**config.mk**
```make
export PLATFORM = sky130hd
export DESIGN_NAME = uart_sync_frame_tx_flat
export DESIGN_NICKNAME = d
export VERILOG_FILES = /design/src/rtl/uart_sync_frame_tx_if.sv /design/src/rtl/uart_sync_frame_tx.sv /design/src/flat_wrapper.sv
export SDC_FILE = /design/constraint.sdc
export NUM_CORES = 1
export LEC_CHECK = 0
export CAP_MARGIN = 20
export CORE_MARGIN = 1.5
export CORE_UTILIZATION = 35
export DETAILED_ROUTE_END_ITERATION = 10
export PLACE_DENSITY = 0.59
export SYNTH_ARGS = -nofsm -noshare
export SYNTH_HDL_FRONTEND = slang
export SYNTH_SLANG_ARGS = --single-unit
```
**constraint.sdc**
```tcl
create_clock -name clk -period 2.3 [get_ports clk]
set_input_delay 0.345 -clock clk [delete_from_list [all_inputs] [get_ports clk]]
set_output_delay 0.345 -clock clk [all_outputs]
set_load 0.005 [all_outputs]
```
**src/rtl/uart_sync_frame_tx_if.sv**
```systemverilog
// Request, register-read and serial-line signals of the sync frame transmitter.
// The slave modport is the transmitter; the master modport is its environment.
interface uart_sync_frame_tx_if;
    logic        start;
    logic [7:0]  start_addr;
    logic [8:0]  count;
    logic        busy;
    logic        done;
    logic        rd_req;
    logic [7:0]  rd_addr;
    logic        rd_valid;
    logic [31:0] rd_data;
    logic        uart_txd;
    logic [15:0] frames_sent;

    modport slave (
        input  start, start_addr, count, rd_valid, rd_data,
        output busy, done, rd_req, rd_addr, uart_txd, frames_sent
    );

    modport master (
        output start, start_addr, count, rd_valid, rd_data,
        input  busy, done, rd_req, rd_addr, uart_txd, frames_sent
    );
endinterface

```
**src/rtl/uart_sync_frame_tx.sv**
```systemverilog
// Reads a range of 32-bit registers and sends each as a 7-byte 8N1 sync frame
// (header, addr, data LSB first, xor checksum) followed by an idle gap.
module uart_sync_frame_tx #(
    parameter int         UART_BAUD_RATE = 115200,
    parameter int         CLK_FREQ       = 100_000_000,
    parameter int         GAP_BITS       = 2,
    parameter logic [7:0] HEADER         = 8'hA5
) (
    input  logic              clk,
    input  logic              rst,
    uart_sync_frame_tx_if.slave bus
);

    localparam int CLKS_PER_BIT = CLK_FREQ / UART_BAUD_RATE;
    localparam int GAP_CYCLES   = GAP_BITS * CLKS_PER_BIT;
    localparam int FRAME_BITS   = 70;
    localparam int CNT_MAX      = (GAP_CYCLES > CLKS_PER_BIT) ? GAP_CYCLES : CLKS_PER_BIT;
    localparam int CNT_W        = $clog2(CNT_MAX);

    typedef enum logic [2:0] {IDLE, RD_REQ, RD_WAIT, SEND, GAP, FINISH} state_t;

    state_t      state;
    state_t      state_next;
    logic [CNT_W-1:0] cyc_cnt;
    logic [6:0]  bit_idx;
    logic [68:0] shifter;
    logic [8:0]  remain;
    logic [7:0]  addr;
    logic        txd;
    logic        busy_r;
    logic        done_r;
    logic        rd_req_r;
    logic [15:0] frames_sent_r;
    logic        bit_end;
    logic        gap_end;
    logic [7:0]  chk;
    logic [69:0] frame;

    assign bit_end = (cyc_cnt == CNT_W'(CLKS_PER_BIT - 1));
    assign gap_end = (GAP_CYCLES == 0) || (cyc_cnt == CNT_W'(GAP_CYCLES - 1));

    // Whole frame as a line-order bit vector: bit 0 is the header start bit.
    assign chk   = addr ^ bus.rd_data[7:0] ^ bus.rd_data[15:8]
                        ^ bus.rd_data[23:16] ^ bus.rd_data[31:24];
    assign frame = {1'b1, chk,                1'b0,
                    1'b1, bus.rd_data[31:24], 1'b0,
                    1'b1, bus.rd_data[23:16], 1'b0,
                    1'b1, bus.rd_data[15:8],  1'b0,
                    1'b1, bus.rd_data[7:0],   1'b0,
                    1'b1, addr,               1'b0,
                    1'b1, HEADER,             1'b0};

    always_comb begin
        state_next = state;
        case (state)
            IDLE:    if (bus.start) state_next = (bus.count == 9'd0) ? FINISH : RD_REQ;
            RD_REQ:  state_next = RD_WAIT;
            RD_WAIT: if (bus.rd_valid) state_next = SEND;
            SEND:    if (bit_end && bit_idx == 7'(FRAME_BITS - 1)) state_next = GAP;
            GAP:     if (gap_end) state_next = (remain != 9'd0) ? RD_REQ : FINISH;
            FINISH:  state_next = IDLE;
            default: state_next = IDLE;
        endcase
    end

    // Control outputs are registered from the next state so they line up with it.
    always_ff @(posedge clk) begin
        if (rst) begin
            state         <= IDLE;
            cyc_cnt       <= '0;
            bit_idx       <= '0;
            shifter       <= '0;
            remain        <= '0;
            addr          <= '0;
            txd           <= 1'b1;
            busy_r        <= 1'b0;
            done_r        <= 1'b0;
            rd_req_r      <= 1'b0;
            frames_sent_r <= '0;
        end else begin
            state    <= state_next;
            busy_r   <= (state_next == RD_REQ) || (state_next == RD_WAIT) ||
                        (state_next == SEND)   || (state_next == GAP);
            done_r   <= (state_next == FINISH);
            rd_req_r <= (state_next == RD_REQ);
            case (state)
                IDLE: begin
                    if (bus.start) begin
                        addr   <= bus.start_addr;
                        remain <= bus.count;
                    end
                end
                RD_WAIT: begin
                    if (bus.rd_valid) begin
                        txd     <= frame[0];
                        shifter <= frame[69:1];
                        bit_idx <= '0;
                        cyc_cnt <= '0;
                    end
                end
                SEND: begin
                    if (bit_end) begin
                        cyc_cnt <= '0;
                        if (bit_idx == 7'(FRAME_BITS - 1)) begin
                            txd           <= 1'b1;
                            frames_sent_r <= frames_sent_r + 16'd1;
                            addr          <= addr + 8'd1;
                            remain        <= remain - 9'd1;
                        end else begin
                            txd     <= shifter[0];
                            shifter <= {1'b0, shifter[68:1]};
                            bit_idx <= bit_idx + 7'd1;
                        end
                    end else begin
                        cyc_cnt <= cyc_cnt + 1'b1;
                    end
                end
                GAP: begin
                    cyc_cnt <= gap_end ? '0 : cyc_cnt + 1'b1;
                end
                default: begin
                end
            endcase
        end
    end

    assign bus.busy        = busy_r;
    assign bus.done        = done_r;
    assign bus.rd_req      = rd_req_r;
    assign bus.rd_addr     = addr;
    assign bus.uart_txd    = txd;
    assign bus.frames_sent = frames_sent_r;

endmodule

```
**src/flat_wrapper.sv**
```systemverilog
// flat-port wrapper written by rule: the top's interface ports become plain ports
module uart_sync_frame_tx_flat 
#(
    parameter int         UART_BAUD_RATE = 115200,
    parameter int         CLK_FREQ       = 100_000_000,
    parameter int         GAP_BITS       = 2,
    parameter logic [7:0] HEADER         = 8'hA5
)
  (clk, rst, bus_start, bus_start_addr, bus_count, bus_rd_valid, bus_rd_data, bus_busy, bus_done, bus_rd_req, bus_rd_addr, bus_uart_txd, bus_frames_sent);
  uart_sync_frame_tx_if bus_i ();
  input  logic clk;
  input  logic rst;
  input wire logic [$bits(bus_i.start)-1:0] bus_start;
  input wire logic [$bits(bus_i.start_addr)-1:0] bus_start_addr;
  input wire logic [$bits(bus_i.count)-1:0] bus_count;
  input wire logic [$bits(bus_i.rd_valid)-1:0] bus_rd_valid;
  input wire logic [$bits(bus_i.rd_data)-1:0] bus_rd_data;
  output wire logic [$bits(bus_i.busy)-1:0] bus_busy;
  output wire logic [$bits(bus_i.done)-1:0] bus_done;
  output wire logic [$bits(bus_i.rd_req)-1:0] bus_rd_req;
  output wire logic [$bits(bus_i.rd_addr)-1:0] bus_rd_addr;
  output wire logic [$bits(bus_i.uart_txd)-1:0] bus_uart_txd;
  output wire logic [$bits(bus_i.frames_sent)-1:0] bus_frames_sent;
  assign bus_i.start = bus_start;
  assign bus_i.start_addr = bus_start_addr;
  assign bus_i.count = bus_count;
  assign bus_i.rd_valid = bus_rd_valid;
  assign bus_i.rd_data = bus_rd_data;
  assign bus_busy = bus_i.busy;
  assign bus_done = bus_i.done;
  assign bus_rd_req = bus_i.rd_req;
  assign bus_rd_addr = bus_i.rd_addr;
  assign bus_uart_txd = bus_i.uart_txd;
  assign bus_frames_sent = bus_i.frames_sent;
  uart_sync_frame_tx #(.UART_BAUD_RATE(UART_BAUD_RATE), .CLK_FREQ(CLK_FREQ), .GAP_BITS(GAP_BITS), .HEADER(HEADER)) u_core (.clk(clk), .rst(rst), .bus(bus_i));
endmodule
```
==> impl_metrics.csv, run 1 <==
group,metric,value,unit
finish,finalNonFillerCells,1111,
yosys,synth_seq_area_share,0.4159,
sta,rsz0062_at_grt,"false",
routing,wl_per_cell,14.58,um
worst_hold_path,min_to,"u_core.cyc_cnt[10]$_SDFFE_PP0P_",
routing,drt-vias-per-instance,5.202,
yosys,yosysWarnings,0,
setup_path,cp.buffers_inverters,4,
yosys,synth_fa_ha_area_frac,0.01433,
setup_path,timing.rr.end,"u_core.shifter[55]$_SDFFE_PP0P_",
routing,totalWireLength,16.20,mm
die,boundaryPins,81,
grt,overflow,0,
finish,nFillCells,1737,
power_and_ir_drop,peakVddDrop,0.5283,mV
clock_tree,cts_tree,"yes",
power_and_ir_drop,p_int,4203,uW
placed_design,pre_cts_slack,-0.04148,ns
setup_path,crit_family,"simple AND/OR/NAND/NOR gates",
power_and_ir_drop,p_switching,1389,uW
yosys,ys.flop_type,"dfxtp_1",
power_and_ir_drop,pwr-share-clk,0.446,
yosys,synth_seq_cells,127,
routing,postRouteAntennaNets,0,
die,die_area,18270,um^2
finish,areaGrowthSynthToFinish,32.05,%
clock_tree,clkLatencyLatePin,0.42,ns
routing,dr_total_vias,5779,
yosys,synthXorXnorAreaFrac,0.05301,
clock_tree,htreeDepth,4,
setup_path,rrSetupSlack,0.09,ns
sta,hold_viol,0,
yosys,synth_top_family_by_area,"simple AND/OR/NAND/NOR gates",
sta,layout_setup_ws,0.08916,ns
worst_hold_path,hold_depth,4,
die,initial_core_util,0.3559,
grt,antenna_found_initial,0,
power_and_ir_drop,p_per_area,692.7,nW/um^2
routing,dr.first_iter.drc_count,376,
power_and_ir_drop,p_seq_frac,0.426,
grt,grt_pass1_wl,26.45,mm
setup_path,crit_arrival,2.49,ns
yosys,synth_cell_types,51,
setup_path,cpPeakStageDelay,0.58,ns
yosys,syn-num-nets,840,
yosys,synth_cells,780,
finish,diodes,0,
placed_design,dp_hpwl,10.42,mm
grt,grtUsageTotal,0.1829,
setup_path,cp_max_fo,7,
yosys,synthMuxAreaShare,0.001637,
grt,grt_pass1_vias,5182,
status,outcome,"finished, final reports clean",
grt,grt_max_degree,119,
die,core_region_area,17180,um^2
worst_hold_path,hold_class,"in -> reg",
clock_tree,clkTransAtPathRegs,0.06,ns
clock_tree,clock_sinks,127,
setup_path,rr_worst_depth,8,
setup_path,critPathRequiredTime,2.58,ns
setup_path,cp_slowest_cell,"or4b_4",
setup_path,critPathMostFrequentCell,"buf_4",
power_and_ir_drop,cellLeakagePower,0.002881,uW
flow_run,maxCapViolations,0,
sta,setup_tns,0,ns
power_and_ir_drop,total_power,5592,uW
setup_path,critPathKind,"reg -> reg",
yosys,synth-edff-count,0,
setup_path,crit_chain,"or4b_4 > or3_4 > o21bai_4 > buf_12 > buf_4 > clkbuf_16 > buf_4 > a311oi_1",
setup_path,endpoint_kind,"flip-flop",
sta,maxSlewHeadroom,0.5788,
sta,setup_viol_count_final,0,
routing,drtPass1Iterations,5,
sta,fin_skew,0.007212,ns
die,die-height,135.2,um
worst_hold_path,min_from,"rst",
die,die_x,135.2,um
clock_tree,cts_made_buffers,17,
sta,fin_crit_sh,0.9612,
sta,worstMarginPinSlew,0.6305,ns
die,std_cell_rows,48,
sta,slew_viol_final,0,
clock_tree,clock-root-buffer,"clkbuf_16",
placed_design,gp_congestion,0.7985,
setup_path,r2r_start,"u_core.cyc_cnt[10]$_SDFFE_PP0P_",
power_and_ir_drop,p_comb_frac,0.128,
finish,nets,935,
finish,layout-drive-gt1-share,0.1106,
placed_design,dp.cells,1072,
routing,drc,0,
placed_design,io_buffers,80,
sta,finalCriticalPeriod,2.211,ns
yosys,netlist_area,6113,um^2
clock_tree,clock_path_buffers,2,
power_and_ir_drop,swShare,0.2483,
yosys,synth_compound_area_frac,0.2153,
sta,fmax,452.3,MHz
yosys,async_reset_ff_frac,0,
setup_path,cp-start-kind,"flip-flop",
yosys,avgSynthCellArea,7.838,um^2
yosys,synthSimpleGateAreaFrac,0.2550,
==> worst max path at each step <==
stage	from	end	slack, ns	cells after the start
6_report	u_core.cyc_cnt[10]$_SDFFE_PP0P_	u_core.shifter[55]$_SDFFE_PP0P_	0.09	8
4_1_cts	u_core.cyc_cnt[10]$_SDFFE_PP0P_	u_core.shifter[16]$_SDFFE_PP0P_	-0.02	6
3_3_place_gp	u_core.cyc_cnt[10]$_SDFFE_PP0P_	u_core.shifter[10]$_SDFFE_PP0P_	0.04	6
5_1_grt	u_core.cyc_cnt[10]$_SDFFE_PP0P_	u_core.shifter[32]$_SDFFE_PP0P_	0.007	7
3_5_place_dp	u_core.cyc_cnt[10]$_SDFFE_PP0P_	u_core.shifter[54]$_SDFFE_PP0P_	-0.04	6
2_1_floorplan	u_core.cyc_cnt[2]$_SDFFE_PP0P_	u_core.bus.frames_sent[15]$_SDFFE_PP0P_	0.19	5
==> state kept, by name, indices dropped and copies added (netlist names) <==
signal	flops
u_core.bit_idx	7
u_core.shifter	69
u_core.bus.uart_txd	1
u_core.bus.done	1
u_core.bus.busy	1
u_core.bus.frames_sent	16
u_core.state	3
u_core.bus.rd_req	1
u_core.remain	9
u_core.cyc_cnt	11
u_core.bus.rd_addr	8
==> layout by cell type, fill, tap and decap left out, types with 3 or more instances in the layout <==
cell / synthesis / final
and3_1: 5 / 5
a21oi_1: 54 / 53
clkbuf_8: 0 / 3
nand2b_1: 8 / 8
or2_2: 3 / 3
or4_1: 4 / 4
buf_12: 0 / 4
nand2_1: 139 / 139
nor4_1: 4 / 4
dfxtp_1: 127 / 127
and2_1: 4 / 3
clkdlybuf4s50_1: 0 / 79
clkbuf_1: 45 / 3
nor2_1: 96 / 96
o31ai_1: 6 / 6
clkbuf_16: 0 / 19
a311oi_1: 42 / 42
o21ai_0: 43 / 43
ha_1: 7 / 6
xnor2_1: 36 / 36
clkinv_2: 0 / 5
or3_1: 18 / 17
a31oi_1: 12 / 11
a21o_1: 5 / 5
nand3_1: 19 / 18
buf_4: 4 / 43
inv_1: 12 / 12
a22oi_1: 11 / 11
nor3_1: 23 / 23
a22o_1: 3 / 3
a41o_1: 8 / 8
nand4_1: 5 / 5
==> cells by family after synthesis <==
logic type               after synthesis
AND/OR/NAND/NOR                      343
AO/OA/AOI/OAI                        198
flip-flops                           127
buffers and inverters                 67
XOR/XNOR                              37
adder cells (fa/ha/maj)                7
multiplexers                           1
==> power groups by stage <==
stage / Clock [uW] / Combinational [uW] / Sequential [uW]
floorplan: 0 / 417 / 2400
global placement: 0 / 685 / 2430
detailed placement: 0 / 690 / 2430
CTS: 2560 / 703 / 2380
global route: 2660 / 794 / 2390
finish: 2490 / 717 / 2380
==> area by class of cell <==
cell class	count	area, um^2	area share
tap	225	281.5	0.03487
timing repair buffer	131	1303	0.1613
clock buffer	23	478.0	0.05921
inverter	12	45.04	0.005580
multi-input combinational	586	3361	0.4163
sequential	127	2542	0.3149
clock inverter	7	62.56	0.007750
==> stage by stage <==
stage	area, um^2	util	hold WS (ns)
2_1_floorplan	6113	-	0.4365
3_3_place_gp	7342	0.4274	0.4456
3_5_place_dp	7342	0.4274	0.4510
4_1_cts	7919	0.4610	0.3991
5_1_grt	8073	0.4700	0.3445
6_report	8073	0.4700	0.3317
==> metal layers <==
layer,up-vias,GRT usage,wire [um]
met4,0,0.05018,161
met5,-,0,0
met2,107,0.2888,7639
li1,2960,-,-
met1,2701,0.2484,7821
met3,11,0.04564,581
==> Yosys cell counts, types with 7 or more instances <==
library cell | instances | area share
nand3_1 | 19 | 0.016
a22oi_1 | 11 | 0.014
inv_1 | 12 | 0.0074
o21ai_0 | 43 | 0.035
nor3_1 | 23 | 0.019
a311oi_1 | 42 | 0.060
dfxtp_1 | 127 | 0.42
nand2_1 | 139 | 0.085
clkbuf_1 | 45 | 0.028
xnor2_1 | 36 | 0.052
nand2b_1 | 8 | 0.0082
a41o_1 | 8 | 0.013
a21oi_1 | 54 | 0.044
ha_1 | 7 | 0.014
nor2_1 | 96 | 0.059
or3_1 | 18 | 0.018
a31oi_1 | 12 | 0.012
==> worst min-delay path: stages <==
cell and delay, ns:
buf_4 0.12, a21oi_2 0.09, nand2_1 0.07, a31oi_1 0.07
==> repair_timing <==
action	in CTS	in global routing
resized for setup	1	10
setup buffers	0	6
gates cloned	1	2
hold buffers	0	0
pin swaps	2	6
endpoints found under the setup margin	10	79
Power figures use the tool's default switching activity.
==> inputs of run 2 (changes only) <==
--- a/config.mk
+++ b/config.mk
@@ -9,7 +9,9 @@
 export CORE_MARGIN = 1.5
 export CORE_UTILIZATION = 35
 export DETAILED_ROUTE_END_ITERATION = 10
+export GPL_ROUTABILITY_DRIVEN = 0
 export PLACE_DENSITY = 0.59
+export RECOVER_POWER = 50
 export SYNTH_ARGS = -nofsm -noshare
 export SYNTH_HDL_FRONTEND = slang
 export SYNTH_SLANG_ARGS = --single-unit
==> impl_metrics.csv, run 2 (same netlist as run 1, synthesis figures left out) <==
group,metric,value,unit
sta,setup_viol_count_final,0,
grt,grt_pass1_wl,26.45,mm
finish,nFillCells,1748,
finish,finalNonFillerCells,1111,
routing,wl_per_cell,14.57,um
grt,grt_max_degree,119,
setup_path,critPathKind,"reg -> reg",
setup_path,critPathRequiredTime,2.58,ns
finish,nets,935,
sta,fin_crit_sh,0.9596,
power_and_ir_drop,p_per_area,695.2,nW/um^2
placed_design,io_buffers,80,
finish,final_area,8036,um^2
clock_tree,cts_made_buffers,17,
setup_path,cp_max_fo,7,
clock_tree,clock_path_buffers,2,
grt,overflow,0,
sta,finalCriticalPeriod,2.207,ns
sta,layout_setup_ws,0.09283,ns
power_and_ir_drop,cellLeakagePower,0.002945,uW
clock_tree,clock_sinks,127,
clock_tree,clkTransAtPathRegs,0.06,ns
power_and_ir_drop,peakVddDrop,0.5301,mV
power_and_ir_drop,total_power,5587,uW
routing,drt-vias-per-instance,5.174,
die,core_region_area,17180,um^2
die,std_cell_rows,48,
die,die-height,135.2,um
finish,areaGrowthSynthToFinish,31.46,%
finish,layout-drive-gt1-share,0.1016,
sta,worstMarginPinSlew,0.6245,ns
worst_hold_path,hold_class,"in -> reg",
routing,totalWireLength,16.18,mm
sta,maxSlewHeadroom,0.5828,
finish,largest_register_ffs,69,
routing,dr_total_vias,5748,
placed_design,post_dp_cell_area,7342,um^2
sta,rsz0062_at_grt,"false",
finish,seq_area,2542,um^2
sta,hold_ws,0.3335,ns
die,die_area,18270,um^2
status,outcome,"finished, final reports clean",
grt,antenna_found_initial,0,
routing,drtPass1Iterations,5,
sta,hold_viol,0,
finish,diodes,0,
routing,drc,0,
finish,top_register,"u_core.shifter",
grt,grtUsageTotal,0.1829,
routing,dr.first_iter.drc_count,379,
sta,fin_skew,0.006843,ns
finish,final_common_cell,"nand2_1",
routing,postRouteAntennaNets,0,
die,boundaryPins,81,
clock_tree,clkLatencyLatePin,0.42,ns
finish,multi_input_area,3357,um^2
placed_design,dp.cells,1072,
die,die_x,135.2,um
clock_tree,holdBufCountCts,0,
placed_design,pre_cts_slack,-0.04148,ns
setup_path,endpoint_kind,"flip-flop",
finish,mostFrequentLayoutCells,"139 x nand2_1, 127 x dfxtp_1, 96 x nor2_1, 53 x a21oi_1, 51 x clkdlybuf4s50_1",
die,initial_core_util,0.3559,
sta,slew_viol_final,0,
setup_path,crit_arrival,2.49,ns
sta,fmax,453.1,MHz
clock_tree,clock-root-buffer,"clkbuf_16",
clock_tree,htreeDepth,4,
setup_path,cp-start-kind,"flip-flop",
clock_tree,cts_tree,"yes",
grt,grt_pass1_vias,5182,
flow_run,maxCapViolations,0,
placed_design,dp_hpwl,10.42,mm
## run 2: cell count changes in the layout (fill, tap and decap cells not counted), sizes merged
| cell | delta |
|---|---|
| dlygate4sd3 | +28 |
| clkbuf | +12 |
| clkdlybuf4s50 | -28 |
| buf | -12 |
## run 2: area by class of cell
cell class              count  share of cell area
multi-input cells         586              0.4177
flip-flops and latches    127              0.3164
repair buffers            131              0.1580
clock buffers              23             0.05947
inverters                  12            0.005605
clock inverters             7            0.007785
well taps                 225             0.03503
## run 2: worst paths after layout
check	startpoint	cells after the start	endpoint	slack, ns
max	u_core.cyc_cnt[10]$_SDFFE_PP0P_	8	u_core.shifter[55]$_SDFFE_PP0P_	0.09
min	rst	4	u_core.cyc_cnt[10]$_SDFFE_PP0P_	0.33
max reg2reg	u_core.cyc_cnt[10]$_SDFFE_PP0P_	8	u_core.shifter[55]$_SDFFE_PP0P_	0.09
min reg2reg	u_core.shifter[63]$_SDFFE_PP0P_	2	u_core.shifter[63]$_SDFFE_PP0P_	0.46
## run 2: critical path: stages (launching register included)
cell	delay [ns]
dfxtp_1	0.33
or4b_4	0.58
or3_4	0.39
o21bai_4	0.19
buf_12	0.15
buf_4	0.12
clkbuf_16	0.13
buf_4	0.11
a311oi_1	0.07
## run 2: metrics by stage
stage	setup TNS, ns	util
2_1_floorplan	0	-
3_3_place_gp	0	0.4274
3_5_place_dp	-0.09109	0.4274
4_1_cts	-0.05664	0.4610
5_1_grt	0	0.4679
6_report	0	0.4679
## run 2: routing by layer
metal | GRT usage | up-vias | wire (um)
li1 | - | 2962 | -
met1 | 0.2484 | 2674 | 7862
met2 | 0.2888 | 102 | 7584
met3 | 0.04564 | 10 | 586
met4 | 0.05018 | 0 | 150
met5 | 0 | - | 0
## run 2: report_power, final
group          internal, uW  leakage [uW]  switching [uW]  total [uW]
logic                   348       0.00165             360         708
registers              2300       0.00103            80.4        2380
clock network          1550      0.000268             951        2500
## run 2: what timing repair did
item	4_1_cts	5_1_grt
cloned	1	2
setup buffers	0	6
pin swaps	2	6
endpoints found under the setup margin	10	79
resized for setup	1	10
hold endpoints to repair	0	0
==> inputs of run 3 (changes only) <==
--- a/config.mk
+++ b/config.mk
@@ -10,8 +10,8 @@
 export CORE_UTILIZATION = 35
 export DETAILED_ROUTE_END_ITERATION = 10
 export GPL_ROUTABILITY_DRIVEN = 0
-export PLACE_DENSITY = 0.59
-export RECOVER_POWER = 50
+export PLACE_DENSITY = 0.61
+export RECOVER_POWER = 100
 export SYNTH_ARGS = -nofsm -noshare
 export SYNTH_HDL_FRONTEND = slang
 export SYNTH_SLANG_ARGS = --single-unit
==> constraint.sdc (replaced) <==
create_clock -name clk -period 1.9 [get_ports clk]
set_input_delay 0.285 -clock clk [delete_from_list [all_inputs] [get_ports clk]]
set_output_delay 0.285 -clock clk [all_outputs]
set_load 0.005 [all_outputs]
==> impl_metrics.csv, run 3 (same netlist as run 1, synthesis figures left out) <==
group,metric,value,unit
grt,top_usage_layer,"met2",
sta,fin_skew,0.009207,ns
die,boundaryPins,81,
routing,drtPass1Iterations,4,
flow_run,maxCapViolations,0,
finish,top_register,"u_core.shifter",
routing,dr.first_iter.drc_count,286,
status,violations,"negative setup slack",
setup_path,crit_family,"simple AND/OR/NAND/NOR gates",
routing,wl_per_cell,15.96,um
sta,fin_crit_sh,1.141,
sta,slew_viol_final,0,
routing,drc,0,
routing,postRouteAntennaNets,0,
setup_path,crit_arrival,2.49,ns
sta,setup_viol_count_final,118,
clock_tree,cts_made_buffers,17,
sta,fmax,461.3,MHz
placed_design,dp_hpwl,10.98,mm
die,initial_core_util,0.3559,
routing,dr_total_vias,6327,
grt,grtUsageMet3,0.04602,
worst_hold_path,hold_class,"in -> reg",
sta,hold_viol,0,
sta,rsz0062_at_grt,"true",
finish,finalNonFillerCells,1175,
clock_tree,clock-root-buffer,"clkbuf_16",
die,core_region_area,17180,um^2
clock_tree,clock_path_buffers,2,
setup_path,critPathRequiredTime,2.22,ns
setup_path,crit_chain,"or4b_4 > or3_4 > o21bai_4 > buf_12 > clkbuf_16 > nor2_1 > a311oi_1",
grt,use_met1,0.2663,
grt,antenna_found_initial,0,
die,die_x,135.2,um
setup_path,rrSetupSlack,-0.27,ns
finish,diodes,0,
setup_path,endpoint_kind,"flip-flop",
clock_tree,clock_sinks,127,
sta,worstMarginPinSlew,0.5355,ns
power_and_ir_drop,total_power,7107,uW
grt,overflow,0,
sta,layout_setup_ws,-0.2680,ns
sta,maxSlewHeadroom,0.6392,
status,outcome,"finished with violations",
placed_design,pre_cts_slack,-0.3155,ns
grt,grt_pass1_wl,29.25,mm
routing,drt-vias-per-instance,5.385,
finish,largest_register_ffs,69,
clock_tree,holdBufCountCts,0,
setup_path,cp_max_fo,8,
power_and_ir_drop,cellLeakagePower,0.003521,uW
clock_tree,cts_tree,"yes",
grt,met2_usage,0.3268,
setup_path,cpPeakStageDelay,0.57,ns
finish,nets,997,
grt,grt_max_degree,67,
finish,final_common_cell,"nand2_1",
routing,totalWireLength,18.75,mm
clock_tree,htreeDepth,4,
setup_path,critPathKind,"reg -> reg",
power_and_ir_drop,p_per_area,753.6,nW/um^2
finish,layout-drive-gt1-share,0.2695,
finish,mostFrequentLayoutCells,"133 x nand2_1, 124 x dfxtp_1, 67 x buf_4, 65 x nor2_1, 57 x clkdlybuf4s50_1",
die,die-height,135.2,um
sta,hold_ws,0.1892,ns
die,std_cell_rows,48,
setup_path,cp_slowest_cell,"or4b_4",
power_and_ir_drop,peakVddDrop,0.6561,mV
clock_tree,clkTransAtPathRegs,0.06,ns
clock_tree,clkLatencyLatePin,0.43,ns
grt,grt_pass1_vias,5921,
placed_design,dp.cells,1108,
finish,areaGrowthSynthToFinish,54.26,%
placed_design,io_buffers,80,
setup_path,cp-start-kind,"flip-flop",
die,die_area,18270,um^2
sta,finalCriticalPeriod,2.168,ns
grt,grtUsageTotal,0.2010,
setup_path,cp.buffers_inverters,2,
run 3: cell count changes in the layout (fill, tap and decap cells not counted), sizes merged:
| cell | before | now |
|---|---|---|
| buf | 37 | 104 |
| bufbuf | 1 | 0 |
| clkbuf | 37 | 32 |
| clkdlybuf4s50 | 51 | 57 |
| clkinv | 5 | 4 |
| clkinvlp | 1 | 3 |
| dlygate4sd3 | 28 | 22 |
| inv | 12 | 13 |
| nand4 | 6 | 7 |
run 3: where the power goes:
part           switching [uW]  total (uW)  internal, uW
combinational             551        1150           602
sequential                102        2890          2780
clock                    1200        3070          1860
total                    1860        7110          5250
run 3: worst paths after layout:
path                                   startpoint                                     end  depth (start not counted)
setup / recovery   u_core.cyc_cnt[7]$_SDFFE_PP0P_         u_core.shifter[31]$_SDFFE_PP0P_                          7
hold / removal                                rst  u_core.bus.frames_sent[7]$_SDFFE_PP0P_                          2
setup reg to reg   u_core.cyc_cnt[7]$_SDFFE_PP0P_         u_core.shifter[31]$_SDFFE_PP0P_                          7
hold reg to reg   u_core.shifter[67]$_SDFFE_PP0P_         u_core.shifter[67]$_SDFFE_PP0P_                          2
run 3: what timing repair did:
| item | 4_1_cts | 5_1_grt |
|---|---|---|
| setup endpoints to repair | 118 | 125 |
| buffers inserted | 15 | 6 |
| pin swaps | 31 | 45 |
| hold endpoints to repair | 0 | 0 |
| cloned | 9 | 8 |
| resized for setup | 72 | 119 |
run 3: area by class of cell:
cell class	instances	area (um^2)
repair buffers	192	2091
flip-flops and latches	127	2546
clock buffers	23	467.9
fillers	1609	7746
clock inverters	9	85.08
inverters	12	45.04
multi-input cells	587	3914
well taps	225	281.5
run 3: routing by layer:
| layer | routed length (um) | up-vias |
|---|---|---|
| li1 | - | 3112 |
| met1 | 8668 | 3074 |
| met2 | 9012 | 119 |
| met3 | 797 | 22 |
| met4 | 270 | 0 |
| met5 | 0 | - |
run 3: metrics by stage:
step           utilization  instance area [um^2]  TNS, ns
2_1_floorplan            -                  6233   -12.50
3_3_place_gp        0.4491                  7714   -16.56
3_5_place_dp        0.4491                  7714   -18.24
4_1_cts             0.5149                  8843   -11.51
5_1_grt             0.5490                  9430   -24.99
6_report            0.5490                  9430   -15.14
